`src/rtl/pll_reset_pkg.sv`:
```
// +----------------------------------------------------------------------+
// | pll_reset_pkg : shared types for the PLL lock supervisor              |
// | Rev 1.0                                                               |
// +----------------------------------------------------------------------+
`default_nettype none

package pll_reset_pkg;

  typedef enum logic [1:0] {
    PLLRST    = 2'd0,
    WAIT_LOCK = 2'd1,
    REL1      = 2'd2,
    RUN       = 2'd3
  } state_t;

  localparam int RELOCK_W = 8;

  function automatic logic [RELOCK_W-1:0] sat_inc(input logic [RELOCK_W-1:0] v);
    return (v == {RELOCK_W{1'b1}}) ? v : v + RELOCK_W'(1);
  endfunction

endpackage

`default_nettype wire

```
`src/rtl/pll_reset_seq_if.sv`:
```
// +----------------------------------------------------------------------+
// | pll_reset_seq_if : lock input, reset outputs and status of supervisor |
// | Rev 1.0                                                               |
// +----------------------------------------------------------------------+
`default_nettype none

interface pll_reset_seq_if;
  import pll_reset_pkg::*;

  logic                pll_locked;
  logic                clr_lost;
  logic                pll_rst;
  logic                rst_n;
  logic                rst_late_n;
  logic                ready;
  logic                lock_lost;
  logic [RELOCK_W-1:0] relock_count;

  modport master (
    output pll_locked, clr_lost,
    input  pll_rst, rst_n, rst_late_n, ready, lock_lost, relock_count
  );

  modport slave (
    input  pll_locked, clr_lost,
    output pll_rst, rst_n, rst_late_n, ready, lock_lost, relock_count
  );

endinterface

`default_nettype wire

```
`src/rtl/sync_2ff.sv`:
```
// +----------------------------------------------------------------------+
// | sync_2ff : 1-bit two-flop synchronizer, async active-low reset to 0   |
// | Rev 1.0                                                               |
// +----------------------------------------------------------------------+
`default_nettype none

module sync_2ff (
  input  wire logic clk,
  input  wire logic rst_n,
  input  wire logic d,
  output logic      q
);

  logic [1:0] r_sync;

  always_ff @(posedge clk or negedge rst_n) begin
    if (!rst_n) begin
      r_sync <= 2'b00;
    end else begin
      r_sync <= {r_sync[0], d};
    end
  end

  assign q = r_sync[1];

endmodule

`default_nettype wire

```
`src/rtl/pll_reset_seq.sv`:
```
// +----------------------------------------------------------------------+
// | pll_reset_seq : PLL lock supervisor and two-stage reset sequencer     |
// | Rev 1.0                                                               |
// +----------------------------------------------------------------------+
`default_nettype none

module pll_reset_seq
  import pll_reset_pkg::*;
#(
  parameter int STABLE_CYCLES  = 1024,
  parameter int TIMEOUT_CYCLES = 1048576,
  parameter int PLLRST_CYCLES  = 16,
  parameter int STAGE_GAP      = 16,
  parameter int CNT_W          = 21
) (
  input  wire logic       clk,
  input  wire logic       resetn,
  pll_reset_seq_if.slave  bus
);

  localparam logic [CNT_W-1:0] c_stable_last  = CNT_W'(STABLE_CYCLES - 1);
  localparam logic [CNT_W-1:0] c_timeout_last = CNT_W'(TIMEOUT_CYCLES - 1);
  localparam logic [CNT_W-1:0] c_pllrst_last  = CNT_W'(PLLRST_CYCLES - 1);
  localparam logic [CNT_W-1:0] c_gap_last     = CNT_W'(STAGE_GAP - 1);
  localparam logic [CNT_W-1:0] c_one          = CNT_W'(1);

  logic                w_lock_s;
  state_t              r_state;
  logic [CNT_W-1:0]    r_phase_cnt;
  logic [CNT_W-1:0]    r_stable_cnt;
  logic [CNT_W-1:0]    r_timeout_cnt;
  logic                r_pll_rst;
  logic                r_rst_n;
  logic                r_rst_late_n;
  logic                r_ready;
  logic                r_lock_lost;
  logic [RELOCK_W-1:0] r_relock_count;

  sync_2ff u_lock_sync (
    .clk   (clk),
    .rst_n (resetn),
    .d     (bus.pll_locked),
    .q     (w_lock_s)
  );

  always_ff @(posedge clk or negedge resetn) begin
    if (!resetn) begin
      r_state        <= PLLRST;
      r_phase_cnt    <= '0;
      r_stable_cnt   <= '0;
      r_timeout_cnt  <= '0;
      r_pll_rst      <= 1'b1;
      r_rst_n        <= 1'b0;
      r_rst_late_n   <= 1'b0;
      r_ready        <= 1'b0;
      r_lock_lost    <= 1'b0;
      r_relock_count <= '0;
    end else begin
      // A loss below overrides this clear on the same cycle.
      if (bus.clr_lost) begin
        r_lock_lost <= 1'b0;
      end

      case (r_state)
        PLLRST: begin
          if (r_phase_cnt == c_pllrst_last) begin
            r_state       <= WAIT_LOCK;
            r_phase_cnt   <= '0;
            r_stable_cnt  <= '0;
            r_timeout_cnt <= '0;
            r_pll_rst     <= 1'b0;
          end else begin
            r_phase_cnt <= r_phase_cnt + c_one;
          end
        end

        WAIT_LOCK: begin
          r_timeout_cnt <= r_timeout_cnt + c_one;
          r_stable_cnt  <= w_lock_s ? r_stable_cnt + c_one : '0;
          // Stable lock takes priority over a coincident timeout.
          if (w_lock_s && (r_stable_cnt == c_stable_last)) begin
            r_state     <= REL1;
            r_phase_cnt <= '0;
            r_rst_n     <= 1'b1;
          end else if (r_timeout_cnt == c_timeout_last) begin
            r_state     <= PLLRST;
            r_phase_cnt <= '0;
            r_pll_rst   <= 1'b1;
          end
        end

        REL1, RUN: begin
          if (!w_lock_s) begin
            r_state        <= PLLRST;
            r_phase_cnt    <= '0;
            r_pll_rst      <= 1'b1;
            r_rst_n        <= 1'b0;
            r_rst_late_n   <= 1'b0;
            r_ready        <= 1'b0;
            r_lock_lost    <= 1'b1;
            r_relock_count <= sat_inc(r_relock_count);
          end else if (r_state == REL1) begin
            if (r_phase_cnt == c_gap_last) begin
              r_state      <= RUN;
              r_rst_late_n <= 1'b1;
              r_ready      <= 1'b1;
            end else begin
              r_phase_cnt <= r_phase_cnt + c_one;
            end
          end
        end

        default: begin
          r_state <= PLLRST;
        end
      endcase
    end
  end

  assign bus.pll_rst      = r_pll_rst;
  assign bus.rst_n        = r_rst_n;
  assign bus.rst_late_n   = r_rst_late_n;
  assign bus.ready        = r_ready;
  assign bus.lock_lost    = r_lock_lost;
  assign bus.relock_count = r_relock_count;

endmodule

`default_nettype wire

```
`src/flat_wrapper.sv`:
```
// flat-port wrapper written by rule: the top's interface ports become plain ports
module pll_reset_seq_flat import pll_reset_pkg::*;
#(
  parameter int STABLE_CYCLES  = 1024,
  parameter int TIMEOUT_CYCLES = 1048576,
  parameter int PLLRST_CYCLES  = 16,
  parameter int STAGE_GAP      = 16,
  parameter int CNT_W          = 21
)
  (clk, resetn, bus_pll_locked, bus_clr_lost, bus_pll_rst, bus_rst_n, bus_rst_late_n, bus_ready, bus_lock_lost, bus_relock_count);
  pll_reset_seq_if bus_i ();
  input  wire logic clk;
  input  wire logic resetn;
  input wire logic [$bits(bus_i.pll_locked)-1:0] bus_pll_locked;
  input wire logic [$bits(bus_i.clr_lost)-1:0] bus_clr_lost;
  output wire logic [$bits(bus_i.pll_rst)-1:0] bus_pll_rst;
  output wire logic [$bits(bus_i.rst_n)-1:0] bus_rst_n;
  output wire logic [$bits(bus_i.rst_late_n)-1:0] bus_rst_late_n;
  output wire logic [$bits(bus_i.ready)-1:0] bus_ready;
  output wire logic [$bits(bus_i.lock_lost)-1:0] bus_lock_lost;
  output wire logic [$bits(bus_i.relock_count)-1:0] bus_relock_count;
  assign bus_i.pll_locked = bus_pll_locked;
  assign bus_i.clr_lost = bus_clr_lost;
  assign bus_pll_rst = bus_i.pll_rst;
  assign bus_rst_n = bus_i.rst_n;
  assign bus_rst_late_n = bus_i.rst_late_n;
  assign bus_ready = bus_i.ready;
  assign bus_lock_lost = bus_i.lock_lost;
  assign bus_relock_count = bus_i.relock_count;
  pll_reset_seq #(.STABLE_CYCLES(STABLE_CYCLES), .TIMEOUT_CYCLES(TIMEOUT_CYCLES), .PLLRST_CYCLES(PLLRST_CYCLES), .STAGE_GAP(STAGE_GAP), .CNT_W(CNT_W)) u_core (.clk(clk), .resetn(resetn), .bus(bus_i));
endmodule
```
`config.mk`:
```
export PLATFORM = sky130hd
export DESIGN_NAME = pll_reset_seq_flat
export DESIGN_NICKNAME = d
export VERILOG_FILES = /design/src/rtl/pll_reset_pkg.sv /design/src/rtl/pll_reset_seq_if.sv /design/src/rtl/sync_2ff.sv /design/src/rtl/pll_reset_seq.sv /design/src/flat_wrapper.sv
export SDC_FILE = /design/constraint.sdc
export NUM_CORES = 1
export LEC_CHECK = 0
export ABC_CLOCK_PERIOD_IN_PS = 6800
export CORE_MARGIN = 5
export CORE_UTILIZATION = 34
export CTS_CLUSTER_DIAMETER = 40
export DETAILED_ROUTE_END_ITERATION = 7
export PLACE_DENSITY = 0.58
export RECOVER_POWER = 25
export SLEW_MARGIN = 40
export SYNTH_ARGS = -nofsm -noshare
export SYNTH_HDL_FRONTEND = slang
export SYNTH_SLANG_ARGS = --single-unit
```
`constraint.sdc`:
```
create_clock -name clk -period 6.8 [get_ports clk]
set_clock_uncertainty 0.15 [all_clocks]
set_input_delay 1.02 -clock clk [delete_from_list [all_inputs] [get_ports clk]]
set_output_delay 1.02 -clock clk [all_outputs]
set_load 0.01 [all_outputs]
```
# After elaboration in Yosys (flattened, before gate mapping)
# Cells that the tools add are included.
[classes] addsub=4 n_eq_ne=18 muxes=32 bitwise_logic=2 reduce_logical=12
[op_table] cell="$mux 21" n=8
[op_table] cell="$pmux 21 s2" n=2
[op_table] cell="$add 21x1->21 const B" n=3
[op_table] cell="$pmux 21 s3" n=1
[op_table] cell="$eq 21x10->1 const B" n=1
[op_table] cell="$eq 21x20->1 const B" n=1
[op_table] cell="$eq 21x4->1 const B" n=1
[op_table] cell="$mux 1" n=12
[op_table] cell="$mux 2" n=6
[op_table] cell="$reduce_and 3->1" n=4
[op_table] cell="$ne 2x1->1 const B" n=5
[op_table] cell="$add 8x1->8 const B" n=1
[op_table] cell="$eq 8x8->1 const B" n=1
[op_table] cell="$reduce_and 4->1" n=2
[op_table] cell="$ne 3x2->1 const B" n=2
[op_table] cell="$pmux 2 s3" n=1
[op_table] cell="$eq 2x2->1 const B" n=2
[op_table] cell="$ne 2x2->1 const B" n=2
[op_table] cell="$reduce_bool 2->1" n=2
[op_table] cell="$ne 3x1->1 const B" n=1
[op_table] cell="$ne 3x3->1 const B" n=1
[op_table] cell="$pmux 1 s3" n=1
[op_table] cell="$eq 2x1->1 const B" n=1
[op_table] cell="$logic_not 2->1" n=1
[op_table] cell="other kinds (5)" n=6
[totals] register_bits=79 inputBits=4 out_inout_bits=13 elab_cells=78

# Longest topological paths before layout
# Gate-level depths: netlist of the first run.
[logic_depth] depth_word=5 mapped_depth=8

# Hierarchy
# From an unflattened synthesis of the first run, not the netlist that was laid out.
[hier_totals] cells_unflattened=454 hier_area_um2=4285.4
[by_module_without_submodules] module="pll_reset_seq" instances=1 cells_per_inst=452 area_per_inst_um2=4235.3 seq_area_each_um2=1928.1
[by_module_without_submodules] module="sync_2ff" instances=1 cells_per_inst=2 area_per_inst_um2=50.0 seq_area_each_um2=50.0

# Worst setup path before layout of the first run
# Ideal clock, no wire load.
[synth_path] path_kind="register to register" from="reg u_core.r_phase_cnt[0]" to="reg u_core.r_phase_cnt[13]" t_arrival_ps=1864 required_time_ps=6518 slack_ps=4653 path_stages_with_launch=9 path_buffers=2 period_less_slack_ps=2147 cell_sequence="dfrtp_1 ha_1 and3_1 and4_1 buf_2 a21o_4 a32oi_2 buf_6 o221ai_2"
[synth_between] elab_chain_len=5 elab_cells_between_ends=9 classes_between="add/sub (1); eq/ne (2); mux (5); reduce/logical (1)"
[synth_lines] item="start: declaration" line="pll_reset_seq.sv:29" source="logic [CNT_W-1:0] r_phase_cnt;"
[synth_lines] item="start signal: assignment" line="pll_reset_seq.sv:73" source="r_phase_cnt <= r_phase_cnt + c_one;"
[synth_lines] item="start signal: assignment" line="pll_reset_seq.sv:108" source="r_phase_cnt <= r_phase_cnt + c_one;"
[synth_lines] item="$add 21x1->21" line="pll_reset_seq.sv:73, pll_reset_seq.sv:108"
[synth_lines] item="$mux 21" line="pll_reset_seq.sv:103" source="if (r_phase_cnt == c_gap_last) begin"
[synth_lines] item="$mux 21" line="pll_reset_seq.sv:102" source="end else if (r_state == REL1) begin"
[synth_lines] item="$mux 21" line="pll_reset_seq.sv:93" source="if (!w_lock_s) begin"
[synth_lines] item="$pmux 21 s3" line="pll_reset_seq.sv:64" source="case (r_state)"
# Parallel ways exist; a longest one is shown, timed or not. The select of a mux whose other input is x is not followed.
# A chain may end at the register's enable or synchronous reset.

# Final worst setup path of the first run
[layout_path] from="reg u_core.r_phase_cnt[0]" to="reg u_core.r_phase_cnt[15]"
# The elaborated chain is that of the path after synthesis.

==> results.md, run 1 <==
* Pint at 837.1 µW
* Asr flop ratio synth at 100.0%
* Comb pwr share at 2.0%
* Hold WC Path Type: flip-flop to flip-flop
* Nets at 466
* CTS tree: yes
* I/O Buffers at 16
* Switching Fraction at 20.46%
* Layout cells sized above 1 at 8.855%
* Clock Pin Slew Worst Setup and Hold Paths at 0.06 ns
* CTS Sinks at 79
* Final setup vio count at 0
* Vias at 3541
* Post-CTS sizing at 0
* Cells after synthesis at 453
* H-tree Lvls at 3
* Final hold violations at 0
* Initial antenna violation count at 0
* Clock power share at 53.0%
* CP Max Fanout at 26
* Routability cong. at 0.8038
* Fmax achieved at 0.3793 GHz
* FF-to-FF Start: u_core.r_phase_cnt[0]$_DFFE_PN0P_
* Most common cell after layout, fill and taps aside: dfrtp_1
* Post-synth EDFFs at 0
* Netlist cell types at 57
* Slew headroom at 47.53%
* Post-synthesis sequential area ratio at 46.97%
* Element type at the critical path end: flip-flop
* Kind of critical path: flip-flop to flip-flop
* Hold_sp: u_core.u_lock_sync.r_sync[0]$_DFF_PN0_
* Clk_lat worst skew at 0.34 ns
* Ports at 17
* DRC Markers at 0
* Max clock buf depth at 2
* Leak Pwr at 2.001 nW
* Run status: finished clean
* Postcts setup bufs at 0
* CP arrival at 2.74 ns
* Ys Warns at 0
* Hpwl dp at 6.159 mm
* DR iter-0 viols at 254
* Worst setup SP type: flip-flop
* Multi-input logic area at 2057 µm²
* Num CTS Buffers at 9
* Minimum clock period at 2.637 ns
* FF+latch area at 1979 µm²
* Remaining Overflow, GRT at 0
* Die Wd at 121.3 µm
* Setup_tns at 0 ns
* Starting Density at 34.92%
* CORE AREA at 12060 µm²
* Register share of total power at 45.1%
* Vias per inst at 5.612
* Vias in the first global route at 3261
* Worst Hold End: u_core.u_lock_sync.r_sync[1]$_DFF_PN0_
* Total Wirelength at 9.308 mm
* R2R Setup Slk at 4.16 ns
* Syn avg cell area at 9.297 µm²
* Clock root buffer: clkbuf_16
* Actual slew at the worst max-slew pin at 0.7870 ns
* Worst flop-to-flop path endpoint: u_core.r_phase_cnt[15]$_DFFE_PN0P_
* Part of the cycle the worst path needs at 38.77%
* Max Cap Violations at 0
* Antenna cells at 0
* First-pass GRT wire length at 15.65 mm
* Die area at 14710 µm²
* Sw Pwr at 215.3 µW
* Post-route ant nets at 0
* Core Rows at 40
* Syn nets at 461
* Most frequent cells in the layout: dfrtp_1 (77), nand2_1 (46), a31oi_1 (32)
* Fillers at 1173
* RSZ-0062 raised after global routing: false
* VDD IR max at 0.1234 mV
* Yosys reg bits at 79
* Final slew viol count at 0
* Fin util at 40.09%
* Area Overhead vs Synth at 14.82%
* Top FF cell, synth: dfrtp_1
* Die height at 121.3 µm
* Routed WL per cell at 14.75 µm
* Tot Pwr at 1.052 mW
* Hold Buf Count CTS at 0
* Mapped Area at 4212 µm²
* Power density cells at 217.6 nW/µm²
* Largest net degree at the start of global routing at 80
* Drt pass-1 iters at 5
* Hold depth at 0
* R2R depth at 6
* All-Layer GR Usage at 13.08%
* CP required at 6.91 ns
[final cells by class]
cell class,instances,area share [%]
Timing Repair Buffer,18,3.700
Clock inverter,7,2.510
Sequential cell,79,40.93
Clock buffer,9,4.657
Inverter,17,1.320
Tap cell,168,4.347
Multi-Input combinational cell,333,42.54
[synth_stat cells, types with 5 or more instances]
master    instances  area (µm²)
nor4_1            7       43.79
nor2_1           26       97.59
nand3_1          27       135.1
nand2b_1          5       31.28
o31ai_1          24       180.2
dfrtp_1          78        1952
o21ai_0          22       110.1
xnor2_1           7       61.31
o21ai_1          20       100.1
and3_1           12       75.07
a21oi_1          13       65.06
clkbuf_1         11       41.29
buf_2             7       35.03
a31oi_1          33       206.5
nor3_1            7       35.03
a41oi_1           6       52.55
nand4_1          24       150.1
inv_1            17       63.81
nand2_1          46       172.7
[critical path, cell delays in order (launching register included)]
cell      delay (ns)
dfrtp_1         0.42
ha_1            0.25
and3_1          0.23
and4_1          0.27
a21oi_4         0.64
nand2_1         0.35
o221ai_2        0.23
[routing by layer]
layer | global-route usage, % | part of all wire [%]
met3 | 2.844 | 5.1
met4 | 5.112 | 1.7
met2 | 19.97 | 44
met1 | 18.05 | 49
met5 | 0 | 0
[worst max-delay path by stage]
stage | startpoint | end | slack [ns] | cells after the start
2_1_floorplan | u_core.r_phase_cnt[0]$_DFFE_PN0P_ | u_core.r_phase_cnt[13]$_DFFE_PN0P_ | 4.65 | 8
3_3_place_gp | u_core.r_state[1]$_DFFE_PN0P_ | u_core.r_stable_cnt[18]$_DFFE_PN0P_ | 3.75 | 4
3_5_place_dp | u_core.r_phase_cnt[0]$_DFFE_PN0P_ | u_core.r_phase_cnt[15]$_DFFE_PN0P_ | 4.13 | 6
4_1_cts | u_core.r_phase_cnt[0]$_DFFE_PN0P_ | u_core.r_phase_cnt[15]$_DFFE_PN0P_ | 4.11 | 6
5_1_grt | u_core.r_phase_cnt[0]$_DFFE_PN0P_ | u_core.r_phase_cnt[13]$_DFFE_PN0P_ | 3.97 | 6
6_report | u_core.r_phase_cnt[0]$_DFFE_PN0P_ | u_core.r_phase_cnt[15]$_DFFE_PN0P_ | 4.16 | 6
[logic make-up (layout without fill, tap and decap cells)]
logic type | Yosys count | count (layout) | share of synthesized area (%)
simple gates | 174 | 174 | 21.54
fa+ha+maj | 4 | 4 | 1.188
xor+xnor | 8 | 8 | 1.664
buf+inv | 41 | 51 | 4.515
mux | 3 | 3 | 0.7427
compound gates | 144 | 144 | 23.38
flops | 79 | 79 | 46.97
[sequential cells by signal, summed over array words and instances (netlist names)]
signal	cells
u_core.r_state	2
u_core.r_stable_cnt	21
u_core.r_phase_cnt	21
u_core.bus.lock_lost	1
u_core.r_timeout_cnt	21
u_core.bus.relock_count	8
u_core.bus.pll_rst	1
u_core.bus.rst_n	1
u_core.u_lock_sync.r_sync	2
u_core.bus.ready	1
[metrics by stage]
step	hold WS [ns]	instance area (µm²)	worst slack, ns	std cells
6_report	0.2116	4836	4.163	631
5_1_grt	0.2130	4836	3.967	631
4_1_cts	0.2092	4833	4.111	631
3_5_place_dp	0.1951	4487	4.133	615
3_3_place_gp	0.1829	4473	3.747	615
2_1_floorplan	0.1812	4212	4.653	453
[power by group through the flow]
stage	clock (mW)	combinational [mW]	sequential, mW
3_5_place_dp	0	0.0218	0.483
2_1_floorplan	0	0.00864	0.482
4_1_cts	0.572	0.0217	0.474
3_3_place_gp	0	0.0211	0.483
6_report	0.557	0.0206	0.474
5_1_grt	0.591	0.0245	0.474
Power figures use the tool's default switching activity.
==> run 2: changes to the inputs <==
--- a/config.mk
+++ b/config.mk
@@ -5,7 +5,7 @@
 export SDC_FILE = /design/constraint.sdc
 export NUM_CORES = 1
 export LEC_CHECK = 0
-export ABC_CLOCK_PERIOD_IN_PS = 6800
+export ABC_CLOCK_PERIOD_IN_PS = 2600
 export CORE_MARGIN = 5
 export CORE_UTILIZATION = 34
 export CTS_CLUSTER_DIAMETER = 40
==> constraint.sdc (replaced) <==
create_clock -name clk -period 2.6 [get_ports clk]
set_clock_uncertainty 0.15 [all_clocks]
set_input_delay 0.39 -clock clk [delete_from_list [all_inputs] [get_ports clk]]
set_output_delay 0.39 -clock clk [all_outputs]
set_load 0.01 [all_outputs]
==> run 2 against run 1 <==
Net effect: maximum frequency up 8.6%; non-clock buffer count is 19 higher; critical endpoint is now u_core.r_phase_cnt[13]$_DFFE_PN0P_; sequential share of layout area down 0.76 points; power is 150% higher; combinational power increased to 2.8 times the previous value; utilization increased by 0.74 points; first-iteration DRC count down 3.9%; global-route usage up 1.5 points; worst hold slack better by 0.0012 ns; largest power group unchanged.
==> results.md, run 2 (synthesis results as in run 1) <==
* Leak Pwr at 2.070 nW (+3.4%)
* Remaining Overflow, GRT at 0 (unchanged)
* CP arrival at 2.53 ns (-0.21 ns)
* Core Rows at 40 (unchanged)
* Vias at 3593 (+1.5%)
* Routed WL per cell at 15.40 µm (+4.4%)
* Antenna cells at 0 (unchanged)
* R2R depth at 7 (+1)
* CP Max Fanout at 15 (-42%)
* Run status: finished clean
* Element type at the critical path end: flip-flop
* Most frequent cells in the layout: dfrtp_1 (78), nand2_1 (46), a31oi_1 (32)
* Die height at 121.3 µm (unchanged)
* Layout cells sized above 1 at 11.41% (+2.6 points)
* Routability cong. at 0.8254 (+2.7%)
* Top Layer Used: met4
* Hold depth at 0 (unchanged)
* Postcts setup bufs at 0 (unchanged)
* CTS Sinks at 79 (unchanged)
* Delay of the slowest critical-path stage at 0.42 ns (-0.22 ns)
* Ports at 17 (unchanged)
* Pre-CTS WS at 0.1483 ns (-3.985 ns)
* WL met3 at 325 µm (-31%)
* Hold Buf Count CTS at 1 (+1)
* Drt pass-1 iters at 5 (unchanged)
* Part of the cycle the worst path needs at 93.42% (+55 points)
* I/O Buffers at 16 (unchanged)
* CP required at 2.70 ns (-4.21 ns)
* Final slew viol count at 0 (unchanged)
* Critical path launch point: u_core.r_phase_cnt[0]$_DFFE_PN0P_
* DRT met1 WL at 4.951 mm (+7.8%)
* DRC Markers at 0 (unchanged)
* CORE AREA at 12060 µm² (unchanged)
* Actual slew at the worst max-slew pin at 0.9849 ns (+0.1980 ns)
* RSZ-0062 raised after global routing: false
* Hold WC Path Type: flip-flop to flip-flop
* Total Wirelength at 10.01 mm (+7.5%)
* Most common cell after layout, fill and taps aside: dfrtp_1
* FF-to-FF Start: u_core.r_phase_cnt[0]$_DFFE_PN0P_
* Starting Density at 34.92% (unchanged)
* Num CTS Buffers at 9 (unchanged)
* Power density cells at 526.8 nW/µm² (+140%)
* Clock root buffer: clkbuf_16
* H-tree Lvls at 3 (unchanged)
* Max clock buf depth at 2 (unchanged)
* Fmax achieved at 0.4117 GHz (+8.6%)
* CP endpoint: u_core.r_phase_cnt[13]$_DFFE_PN0P_
* Max Cap Violations at 0 (unchanged)
* Vias per inst at 5.528 (-1.5%)
* Die Wd at 121.3 µm (unchanged)
* CTS tree: yes
* Slew headroom at 34.34% (-13 points)
* Minimum clock period at 2.429 ns (-0.2077 ns)
* Setup_tns at 0 ns (unchanged)
* Worst setup SP type: flip-flop
* Hpwl dp at 6.628 mm (+7.6%)
* Die area at 14710 µm² (unchanged)
* Initial antenna violation count at 0 (unchanged)
* Vias in the first global route at 3651 (+12%)
* Clock Pin Slew Worst Setup and Hold Paths at 0.06 ns (about the same)
* Kind of critical path: flip-flop to flip-flop
* Worst setup margin at 0.1712 ns (-3.992 ns)
* Post-CTS sizing at 0 (unchanged)
* All-Layer GR Usage at 14.53% (+1.5 points)
* R2R Setup Slk at 0.17 ns (-3.99 ns)
* Area Overhead vs Synth at 16.93%
* Final hold violations at 0 (unchanged)
* CP max-delay cell: a21oi_4
* Largest net degree at the start of global routing at 44 (-45%)
* Nets at 485 (+4.1%)
* Post-route ant nets at 0 (unchanged)
* Final setup vio count at 0 (unchanged)
* Largest regs: u_core.r_phase_cnt: 21 flops, u_core.r_stable_cnt: 21 flops, u_core.r_timeout_cnt: 21 flops
* DR iter-0 viols at 244 (-3.9%)
* Worst flop-to-flop path endpoint: u_core.r_phase_cnt[13]$_DFFE_PN0P_
* VDD IR max at 0.2276 mV (+84%)
* Met2 WL at 4.546 mm (+11%)
* First-pass GRT wire length at 17.44 mm (+11%)
* Clk_lat worst skew at 0.34 ns (about the same)
* Crit-path cells: ha_1 -> and3_1 -> and4_1 -> buf_4 -> a21oi_4 -> nand2_1 -> o221ai_2
[run 2: routing by layer]
| metal | track usage [%] | vias up |
|---|---|---|
| met5 | 0 | - |
| met4 | 6.232 | 0 |
| met3 | 2.890 | 14 |
| met2 | 22.49 | 66 |
| met1 | 19.74 | 1754 |
| li1 | - | 1759 |
[run 2: worst min path at each step]
| stage | startpoint | endpoint |
|---|---|---|
| 2_1_floorplan | resetn | u_core.bus.lock_lost$_DFF_PN0_ |
| 3_3_place_gp | u_core.u_lock_sync.r_sync[0]$_DFF_PN0_ | u_core.u_lock_sync.r_sync[1]$_DFF_PN0_ |
| 3_5_place_dp | u_core.u_lock_sync.r_sync[0]$_DFF_PN0_ | u_core.u_lock_sync.r_sync[1]$_DFF_PN0_ |
| 4_1_cts | u_core.u_lock_sync.r_sync[0]$_DFF_PN0_ | u_core.u_lock_sync.r_sync[1]$_DFF_PN0_ |
| 5_1_grt | u_core.u_lock_sync.r_sync[0]$_DFF_PN0_ | u_core.u_lock_sync.r_sync[1]$_DFF_PN0_ |
| 6_report | u_core.u_lock_sync.r_sync[0]$_DFF_PN0_ | u_core.u_lock_sync.r_sync[1]$_DFF_PN0_ |
[run 2: final cells by class]
type | count | area, µm²
fillers | 1184 | 7137
multi-input cells | 333 | 2054
flip-flops and latches | 79 | 1978
repair buffers | 37 | 315.3
clock buffers | 13 | 260.3
well taps | 168 | 210.2
inverters | 17 | 63.81
clock inverters | 3 | 42.54
[run 2: stage by stage]
stage	area [µm²]	power [mW]	hold WS (ns)	utilization, %	cells
final	4925	2.594	0.2128	40.83	650
after global routing	4925	2.688	0.2240	40.83	650
after CTS	4940	2.634	0.2180	40.95	650
after detailed placement	4627	1.327	0.2042	38.36	633
after global placement	4621	1.325	0.1955	38.31	633
after floorplan	4212	1.284	-0.05559	-	453
[run 2: worst max-delay path: cells and delay by family (launching register included)]
kind	cells	cell delay [ns]
AO/OA/AOI/OAI	2	0.64
adder cells (fa/ha/maj)	1	0.25
buffers and inverters	1	0.17
flip-flops	1	0.41
AND/OR/NAND/NOR	3	0.71
[run 2: where the power goes]
part           internal (mW)  switching (mW)  total [mW]
Combinational         0.0161          0.0421      0.0582
Clock                  0.796           0.499        1.30
Sequential              1.23         0.00611        1.24
